`src/rtl/tt_heartbeat_multi.sv`:
```
// Multi-channel heartbeat generator. Each channel has its own prescaler and drives one pad
// in OFF / TOGGLE / PWM / PATTERN mode. Channel 0 also marks period boundaries for scope triggering.

module tt_heartbeat_ch #(
    parameter int DIV_WIDTH = 16,
    parameter int PAT_WIDTH = 8,
    parameter bit SYNC_EN   = 1'b0
) (
    input  logic                 clk,
    input  logic                 rst_n,
    input  logic                 en,
    input  logic                 wr,
    input  logic [1:0]           cfg_mode,
    input  logic [DIV_WIDTH-1:0] cfg_div,
    input  logic [PAT_WIDTH-1:0] cfg_data,
    output logic                 pad_a,
    output logic                 pad_oe,
    output logic                 period_end
);
    typedef enum logic [1:0] {
        MODE_OFF     = 2'b00,
        MODE_TOGGLE  = 2'b01,
        MODE_PWM     = 2'b10,
        MODE_PATTERN = 2'b11
    } mode_e;

    localparam int IDX_W = $clog2(PAT_WIDTH);
    localparam logic [IDX_W-1:0] IDX_LAST = IDX_W'(PAT_WIDTH - 1);

    mode_e                mode_q;
    logic [DIV_WIDTH-1:0] div_q;
    logic [DIV_WIDTH-1:0] presc_q;
    logic [PAT_WIDTH-1:0] data_q;      // PWM duty, or the rotating pattern
    logic [PAT_WIDTH-1:0] phase_q;
    logic [PAT_WIDTH-1:0] phase_nxt;
    logic [PAT_WIDTH-1:0] pat_rot;
    logic [IDX_W-1:0]     idx_q;
    logic                 tick;

    assign tick      = en && (presc_q == div_q);
    assign phase_nxt = phase_q + PAT_WIDTH'(1);
    assign pat_rot   = {data_q[PAT_WIDTH-2:0], data_q[PAT_WIDTH-1]};

    // A write on the tick cycle wins, so it also suppresses the period marker.
    always_comb begin
        period_end = 1'b0;
        if (SYNC_EN && tick && !wr) begin
            case (mode_q)
                MODE_TOGGLE:  period_end = pad_a;
                MODE_PWM:     period_end = (phase_nxt == '0);
                MODE_PATTERN: period_end = (idx_q == IDX_LAST);
                default:      period_end = 1'b0;
            endcase
        end
    end

    always_ff @(posedge clk or negedge rst_n) begin
        if (!rst_n) begin
            mode_q  <= MODE_OFF;
            div_q   <= '0;
            data_q  <= '0;
            presc_q <= '0;
            phase_q <= '0;
            idx_q   <= '0;
            pad_a   <= 1'b0;
            pad_oe  <= 1'b0;
        end else if (wr) begin
            mode_q  <= mode_e'(cfg_mode);
            div_q   <= cfg_div;
            data_q  <= cfg_data;
            presc_q <= '0;
            phase_q <= '0;
            idx_q   <= '0;
            pad_oe  <= (cfg_mode != MODE_OFF);
            case (mode_e'(cfg_mode))
                MODE_PWM:     pad_a <= (cfg_data != '0);
                MODE_PATTERN: pad_a <= cfg_data[PAT_WIDTH-1];
                default:      pad_a <= 1'b0;
            endcase
        end else if (en) begin
            presc_q <= tick ? '0 : presc_q + DIV_WIDTH'(1);
            if (tick) begin
                case (mode_q)
                    MODE_TOGGLE: pad_a <= !pad_a;
                    MODE_PWM: begin
                        phase_q <= phase_nxt;
                        pad_a   <= (phase_nxt < data_q);
                    end
                    MODE_PATTERN: begin
                        data_q <= pat_rot;
                        pad_a  <= pat_rot[PAT_WIDTH-1];
                        idx_q  <= (idx_q == IDX_LAST) ? '0 : idx_q + IDX_W'(1);
                    end
                    default: pad_a <= 1'b0;
                endcase
            end
        end
    end
endmodule

module tt_heartbeat_multi #(
    parameter int NUM_CH    = 4,
    parameter int DIV_WIDTH = 16,
    parameter int PAT_WIDTH = 8
) (
    input  logic                 clk,
    input  logic                 rst_n,
    input  logic                 en,
    input  logic                 cfg_wr,
    input  logic [3:0]           cfg_ch,
    input  logic [1:0]           cfg_mode,
    input  logic [DIV_WIDTH-1:0] cfg_div,
    input  logic [PAT_WIDTH-1:0] cfg_data,
    output logic [NUM_CH-1:0]    pad_a,
    output logic [NUM_CH-1:0]    pad_oe,
    output logic                 sync_pulse
);
    logic [NUM_CH-1:0] period_end;

    // Indices >= NUM_CH match no instance, so such writes fall on the floor.
    for (genvar i = 0; i < NUM_CH; i++) begin : g_ch
        tt_heartbeat_ch #(
            .DIV_WIDTH (DIV_WIDTH),
            .PAT_WIDTH (PAT_WIDTH),
            .SYNC_EN   (i == 0)
        ) u_ch (
            .clk        (clk),
            .rst_n      (rst_n),
            .en         (en),
            .wr         (cfg_wr && (cfg_ch == 4'(i))),
            .cfg_mode   (cfg_mode),
            .cfg_div    (cfg_div),
            .cfg_data   (cfg_data),
            .pad_a      (pad_a[i]),
            .pad_oe     (pad_oe[i]),
            .period_end (period_end[i])
        );
    end

    // Only channel 0 can raise period_end; the OR keeps every bit in use.
    always_ff @(posedge clk or negedge rst_n) begin
        if (!rst_n) sync_pulse <= 1'b0;
        else        sync_pulse <= |period_end;
    end
endmodule

```
`config.mk`:
```
export PLATFORM = sky130hd
export DESIGN_NAME = tt_heartbeat_multi
export DESIGN_NICKNAME = d
export VERILOG_FILES = /design/src/rtl/tt_heartbeat_multi.sv
export SDC_FILE = /design/constraint.sdc
export NUM_CORES = 1
export LEC_CHECK = 0
export CAP_MARGIN = 20
export CORE_ASPECT_RATIO = 0.5
export CORE_MARGIN = 1
export CORE_UTILIZATION = 55
export DETAILED_ROUTE_END_ITERATION = 12
export PLACE_DENSITY = 0.76
export SKIP_LAST_GASP = 1
export SLEW_MARGIN = 20
export SYNTH_ARGS = -nofsm -noshare
export SYNTH_HDL_FRONTEND = slang
export SYNTH_SLANG_ARGS = --single-unit
```
`constraint.sdc`:
```
create_clock -name clk -period 6.64 [get_ports clk]
set_input_delay 1.66 -clock clk [delete_from_list [all_inputs] [get_ports clk]]
set_output_delay 1.66 -clock clk [all_outputs]
set_load 0.1 [all_outputs]
```
==> results.ini, run 1 <==
[finish]
final_nets=1321
design_area_mm2=0.0126
antenna_cells=0
instances_no_fill=1529
syn2layout_area_growth_pct=11.2
final_util_pct=63.7
final_layout_size_suffix_gt1_share_pct=6.18
fillers=1591

[synthesis]
seq_area_frac_synth_pct=46.8
synthMuxAreaShare_pct=5.32
synthTopCellsByCount=268 x nand2_1, 212 x dfrtp_1, 94 x xnor2_1
yosys_register_bits=212
synth-main-ff-cell=dfrtp_1
syn_area_mm2=0.0113
postSynth.asyncResetShare_pct=100
synth-simple-area-share_pct=21.0
synthesis.nets=1301
ys_top_cells_by_area=dfrtp_1 47%, nand2_1 8.9%, xnor2_1 7.3%
synth_top_area_share_pct=46.8
yosys.cell_types.count=55
netlist_instances=1230
synth-compound-area-share_pct=8.03
synth_top_family_by_area=simple AND/OR/NAND/NOR gates
synth_xor_area_share_pct=11.4
synth-edff-count=0
synth_top_cell_by_area=dfrtp_1
yosysMostFrequentCell=nand2_1
ys_warn_count=0
syn_area_per_cell_um2=9.22
synth_adder_area_share_pct=4.08

[placed_design]
placed_cells=1493
gp_congestion=0.895
place_hpwl_um=17900
place_area_mm2=0.0120
numPortBuffers=42
place_ws_ns=1.90

[floorplan]
ioPinCount=43
dieWidth_um=205
fp-row-count=36
die_y_um=104
start_util_pct=57.2
die_area_mm2=0.0212
fp.coreArea_mm2=0.0198

[pwr]
clock_power_share_pct=31.7
p_leak_nw=5.89
switching_share_pct=32.2
pwr-share-seq_pct=47.4
combPwrFrac_pct=20.8
p_switching_mw=1.18
intPower_mw=2.49
powerDensity_mw_per_mm2=291
ir_drop_v=0.000161

[hold_path]
hp-class=reg -> reg

[global_route]
grt_pass1_wl_um=43000
grt_max_degree=163
gr-usage-all-layers_pct=25.3
grt_pass1_vias=8497
antenna_found_initial=0
grt.overflow.total=0

[timing]
finalSetupViolCount=0
period_share_pct=64.4
finalWorstSetupSlack_ns=2.36
rsz0062_at_grt=false
drv_slew=0
layout_min_cycle_time_ns=4.28
finalClockSkew_ns=0.0168
maxSlewHeadroom_pct=34.7
fin_tns_setup_ns=0
hold_viol=0
worst_pin_slew_ns=0.976
fmaxAchievable_mhz=234

[worst_setup_path]
worstSetupPathType=in -> reg
cp-end-kind=flip-flop
crit_required_ns=7.06
start_kind=input port
arrival_ns=4.70
cp_max_fo=29

[clock_tree]
cts_max_path_buffers=3
numCtsBuffers=21
hold_buffers=0
ctsResizeCount=0
path_clk_slew_ns=0.06
cts-htree-levels=1
cts_setup_buffers=0
cts_root_buf=clkbuf_16
clock_latency_ns=0.51
cts_sinks=212
cts_tree=done

[route]
drt_first_iter_violations=645
routed_wl_um=25700
drt_first_pass_iters=5
avgViaCountPerCell=5.71
num_vias=8727
final_antenna_net_count=0
drc_errors=0
wire_per_inst_um=16.8

[run]
cap_violations=0

[run_status]
status=finished, final reports clean

-- metrics by stage --
step                hold slack, ns  total power, mW
floorplan                    0.451             2.29
global route                 0.524             3.87
global placement             0.466             2.49
CTS                          0.493             3.70
detailed placement           0.479             2.53
finish                       0.488             3.68
-- critical path, cell delays in order --
cell and delay (ns):
clkdlybuf4s50_1 0.46, buf_4 0.30, inv_2 0.23, nor2_1 0.20
nor2b_1 0.64, nand4_2 0.52, or3b_1 0.50, a21oi_1 0.15
-- cell type report --
type	instances	area [um2]	share of cell area, %
inverter	42	158	1.25
sequential	212	5310	42.1
clock inverter	8	82.6	0.655
multi-input combinational	923	5660	44.9
timing repair buffer	50	497	3.94
clock buffer	28	582	4.61
tap	266	333	2.64
-- layer usage --
layer	track usage, %	part of all wire, %	up-vias	routed length [um]
met5	0	0	-	0
met4	5.29	1.8	0	470
met3	3.18	5.5	40	1420
met2	40.3	47	223	12000
met1	37.0	46	4279	11900
li1	-	-	4185	-
-- registers in the layout (all words and copies together), names as in the netlist --
name and count:
g_ch.u_ch.presc_q 64, g_ch.u_ch.phase_q 32, sync_pulse 1, g_ch.u_ch.div_q 64, g_ch.u_ch.mode_q 8, g_ch.u_ch.idx_q 3, g_ch.u_ch.data_q 32, g_ch.u_ch.pad_oe 4
g_ch.u_ch.pad_a 4
-- placed cells by master (no fill, tap or decap), types with 6 or more instances in the layout --
master and n:
mux2i_1 40, nor2b_1 9, nand3_1 42, inv_1 40
buf_4 7, dfrtp_1 212, nor3_1 16, mux2_2 18
nand2_1 268, or2_2 7, xor2_1 53, o22ai_1 9
or3_1 23, xnor2_1 94, o21ai_0 66, o21ai_1 11
a21oi_1 40, and3_1 10, clkdlybuf4s50_1 41, and2_1 6
clkbuf_16 21, ha_1 37, nor2_1 80, nand4_1 36
-- power by group through the flow --
stage,Sequential [mW],Combinational (mW),Clock [mW]
final,1.74,0.766,1.17
after global routing,1.77,0.857,1.24
after CTS,1.74,0.771,1.19
after detailed placement,1.76,0.766,0
after global placement,1.75,0.736,0
after floorplan,1.68,0.609,0
-- logic make-up (layout without fill, tap and decap cells) --
group / count (synthesis) / after routing
and+or+nand+nor: 523 / 523
buffers and inverters: 95 / 128
muxes: 58 / 58
xor gates and xnor gates: 147 / 147
AOI/OAI and AO/OA: 158 / 158
adders and majority gates: 37 / 37
DFF: 212 / 212
-- final timing paths --
kind / start / to / slack [ns] / cells past startpoint
max: en / g_ch[0].u_ch.idx_q[1]$_DFFE_PN0P_ / 2.36 / 8
min: g_ch[2].u_ch.pad_oe$_DFFE_PN0P_ / g_ch[2].u_ch.pad_oe$_DFFE_PN0P_ / 0.49 / 2
max reg2reg: g_ch[0].u_ch.presc_q[9]$_DFFE_PN0P_ / g_ch[0].u_ch.idx_q[1]$_DFFE_PN0P_ / 3.78 / 6
min reg2reg: g_ch[2].u_ch.pad_oe$_DFFE_PN0P_ / g_ch[2].u_ch.pad_oe$_DFFE_PN0P_ / 0.49 / 2
max in group asynchronous: rst_n / g_ch[0].u_ch.phase_q[7]$_DFFE_PN0P_ / 4.30 / 2
min in group asynchronous: rst_n / g_ch[3].u_ch.presc_q[8]$_DFFE_PN0P_ / 1.09 / 1
Power figures use the tool's default switching activity.
==> inputs of run 2 (changes only) <==
clock period = 4.4 ns   (was 6.64 ns; I/O delays follow)
==> run 2 against run 1 <==
Global-route usage increased by 0.90 points. Sequential power grew 52%. Utilization increased by 0.49 points. Clock power rose by 56%. Via count up 2.0%. Total power up 53%. Die area stayed put. Combinational power is 53% higher.
==> results.ini, run 2 (synthesized netlist as in run 1, its figures left out) <==
[route]
avgViaCountPerCell=5.80  ; +1.7%
num_vias=8904  ; +2.0%
wire_per_inst_um=17.6  ; +4.3%
routed_wl_um=26900  ; +4.6%
drc_errors=0  ; unchanged
drt_first_pass_iters=5  ; unchanged
final_antenna_net_count=0  ; unchanged
drt_first_iter_violations=657  ; +1.9%

[worst_setup_path]
cp-end-kind=flip-flop
crit_required_ns=4.74  ; -2.32 ns
arrival_ns=3.56  ; -1.14 ns
worstSetupPathType=in -> reg
start_kind=input port
cp_max_fo=17  ; -41%

[global_route]
grt_max_degree=134  ; -18%
grt_pass1_wl_um=44700  ; +4.1%
antenna_found_initial=0  ; unchanged
grt_pass1_vias=8864  ; +4.3%
grt.overflow.total=0  ; unchanged
gr-usage-all-layers_pct=26.2  ; +0.90 points

[floorplan]
die_y_um=104  ; unchanged
dieWidth_um=205  ; unchanged
fp.coreArea_mm2=0.0198  ; unchanged
start_util_pct=57.2  ; unchanged
die_area_mm2=0.0212  ; unchanged
fp-row-count=36  ; unchanged
ioPinCount=43  ; unchanged

[timing]
drv_slew=0  ; unchanged
finalWorstSetupSlack_ns=1.18  ; -1.18 ns
fmaxAchievable_mhz=311
rsz0062_at_grt=false
maxSlewHeadroom_pct=35.1  ; +0.31 points
layout_min_cycle_time_ns=3.22
period_share_pct=73.1
fin_tns_setup_ns=0  ; unchanged
finalSetupViolCount=0  ; unchanged
finalClockSkew_ns=0.0140  ; -0.00283 ns
hold_viol=0  ; unchanged
worst_pin_slew_ns=0.971  ; -0.00470 ns

[clock_tree]
path_clk_slew_ns=0.07  ; about the same
cts_tree=done
cts_setup_buffers=0  ; unchanged
clock_latency_ns=0.50  ; about the same
cts_sinks=212  ; unchanged
numCtsBuffers=20  ; -4.8%
cts_max_path_buffers=3  ; unchanged
ctsResizeCount=0  ; unchanged
cts-htree-levels=1  ; unchanged
cts_root_buf=clkbuf_16
hold_buffers=0  ; unchanged

[placed_design]
numPortBuffers=42  ; unchanged
place_hpwl_um=18500  ; +3.5%
gp_congestion=0.900  ; +0.54%
place_ws_ns=0.726  ; -1.17 ns
placed_cells=1497  ; +0.27%

[finish]
final_layout_size_suffix_gt1_share_pct=6.78  ; +0.61 points
final_cell_mix=268 x nand2_1, 212 x dfrtp_1, 94 x xnor2_1
final_nets=1325  ; +0.30%
layout_commonest_cell=nand2_1
instances_no_fill=1534  ; +0.33%
antenna_cells=0  ; unchanged
syn2layout_area_growth_pct=12.1
top_regs=g_ch.u_ch.div_q (64), g_ch.u_ch.presc_q (64)

[run]
cap_violations=0  ; unchanged

[pwr]
p_leak_nw=5.95  ; +1.0%
powerDensity_mw_per_mm2=444  ; +52%
ir_drop_v=0.000265  ; +64%

[hold_path]
hp-class=in -> async

[run_status]
status=finished, final reports clean

==> run 2: changes by cell type in the layout (fill, tap and decap cells not counted), sizes merged <==
cell,before,now
buf,8,14
clkbuf,29,31
clkinv,5,4
clkinvlp,1,0
inv,43,42
==> run 2: final timing paths <==
kind	slack [ns]	endpoint	depth (start not counted)	startpoint
max	1.18	g_ch[3].u_ch.data_q[5]$_DFFE_PN0P_	6	en
min	0.46	g_ch[3].u_ch.div_q[14]$_DFFE_PN0P_	1	rst_n
max reg2reg	1.51	g_ch[0].u_ch.idx_q[1]$_DFFE_PN0P_	6	g_ch[0].u_ch.presc_q[9]$_DFFE_PN0P_
min reg2reg	0.49	g_ch[2].u_ch.pad_oe$_DFFE_PN0P_	2	g_ch[2].u_ch.pad_oe$_DFFE_PN0P_
max in group asynchronous	2.76	g_ch[0].u_ch.data_q[4]$_DFFE_PN0P_	3	rst_n
min in group clk	0.49	g_ch[2].u_ch.pad_oe$_DFFE_PN0P_	2	g_ch[2].u_ch.pad_oe$_DFFE_PN0P_
==> run 2: layer usage <==
metal	share of wire [%]	wire length (um)	global-route usage (%)
met1	46	12400	37.2
met2	48	12900	42.6
met3	4.4	1200	3.43
met4	1.7	453	6.24
met5	0	0	0
==> run 2: final cells by class <==
class | instances | area [um2]
fillers | 1594 | 7110
well taps | 266 | 333
inverters | 42 | 158
repair buffers | 55 | 556
flip-flops and latches | 212 | 5310
clock buffers | 31 | 653
multi-input cells | 923 | 5660
clock inverters | 5 | 50.0
==> run 2: critical path: stages <==
cell and delay (ns):
clkdlybuf4s50_1 0.52, inv_2 0.18, nor3_1 0.67, nand4_1 0.63, mux2i_1 0.33, o21ai_0 0.12
==> run 2: stage by stage <==
stage / hold slack, ns / total power [mW] / area [um2] / util [%]
CTS: 0.491 / 5.65 / 12700 / 64.0
global placement: 0.468 / 3.76 / 12000 / 60.5
finish: 0.464 / 5.64 / 12700 / 64.1
global route: 0.480 / 5.91 / 12700 / 64.1
floorplan: 0.451 / 3.46 / 11300 / -
detailed placement: 0.476 / 3.82 / 12000 / 60.5
==> run 2: power by group <==
group | total [mW] | leakage, nW | switching (mW) | internal [mW]
Sequential | 2.64 | 2.77 | 0.369 | 2.27
Combinational | 1.17 | 2.82 | 0.670 | 0.501
Clock | 1.83 | 0.354 | 0.750 | 1.08
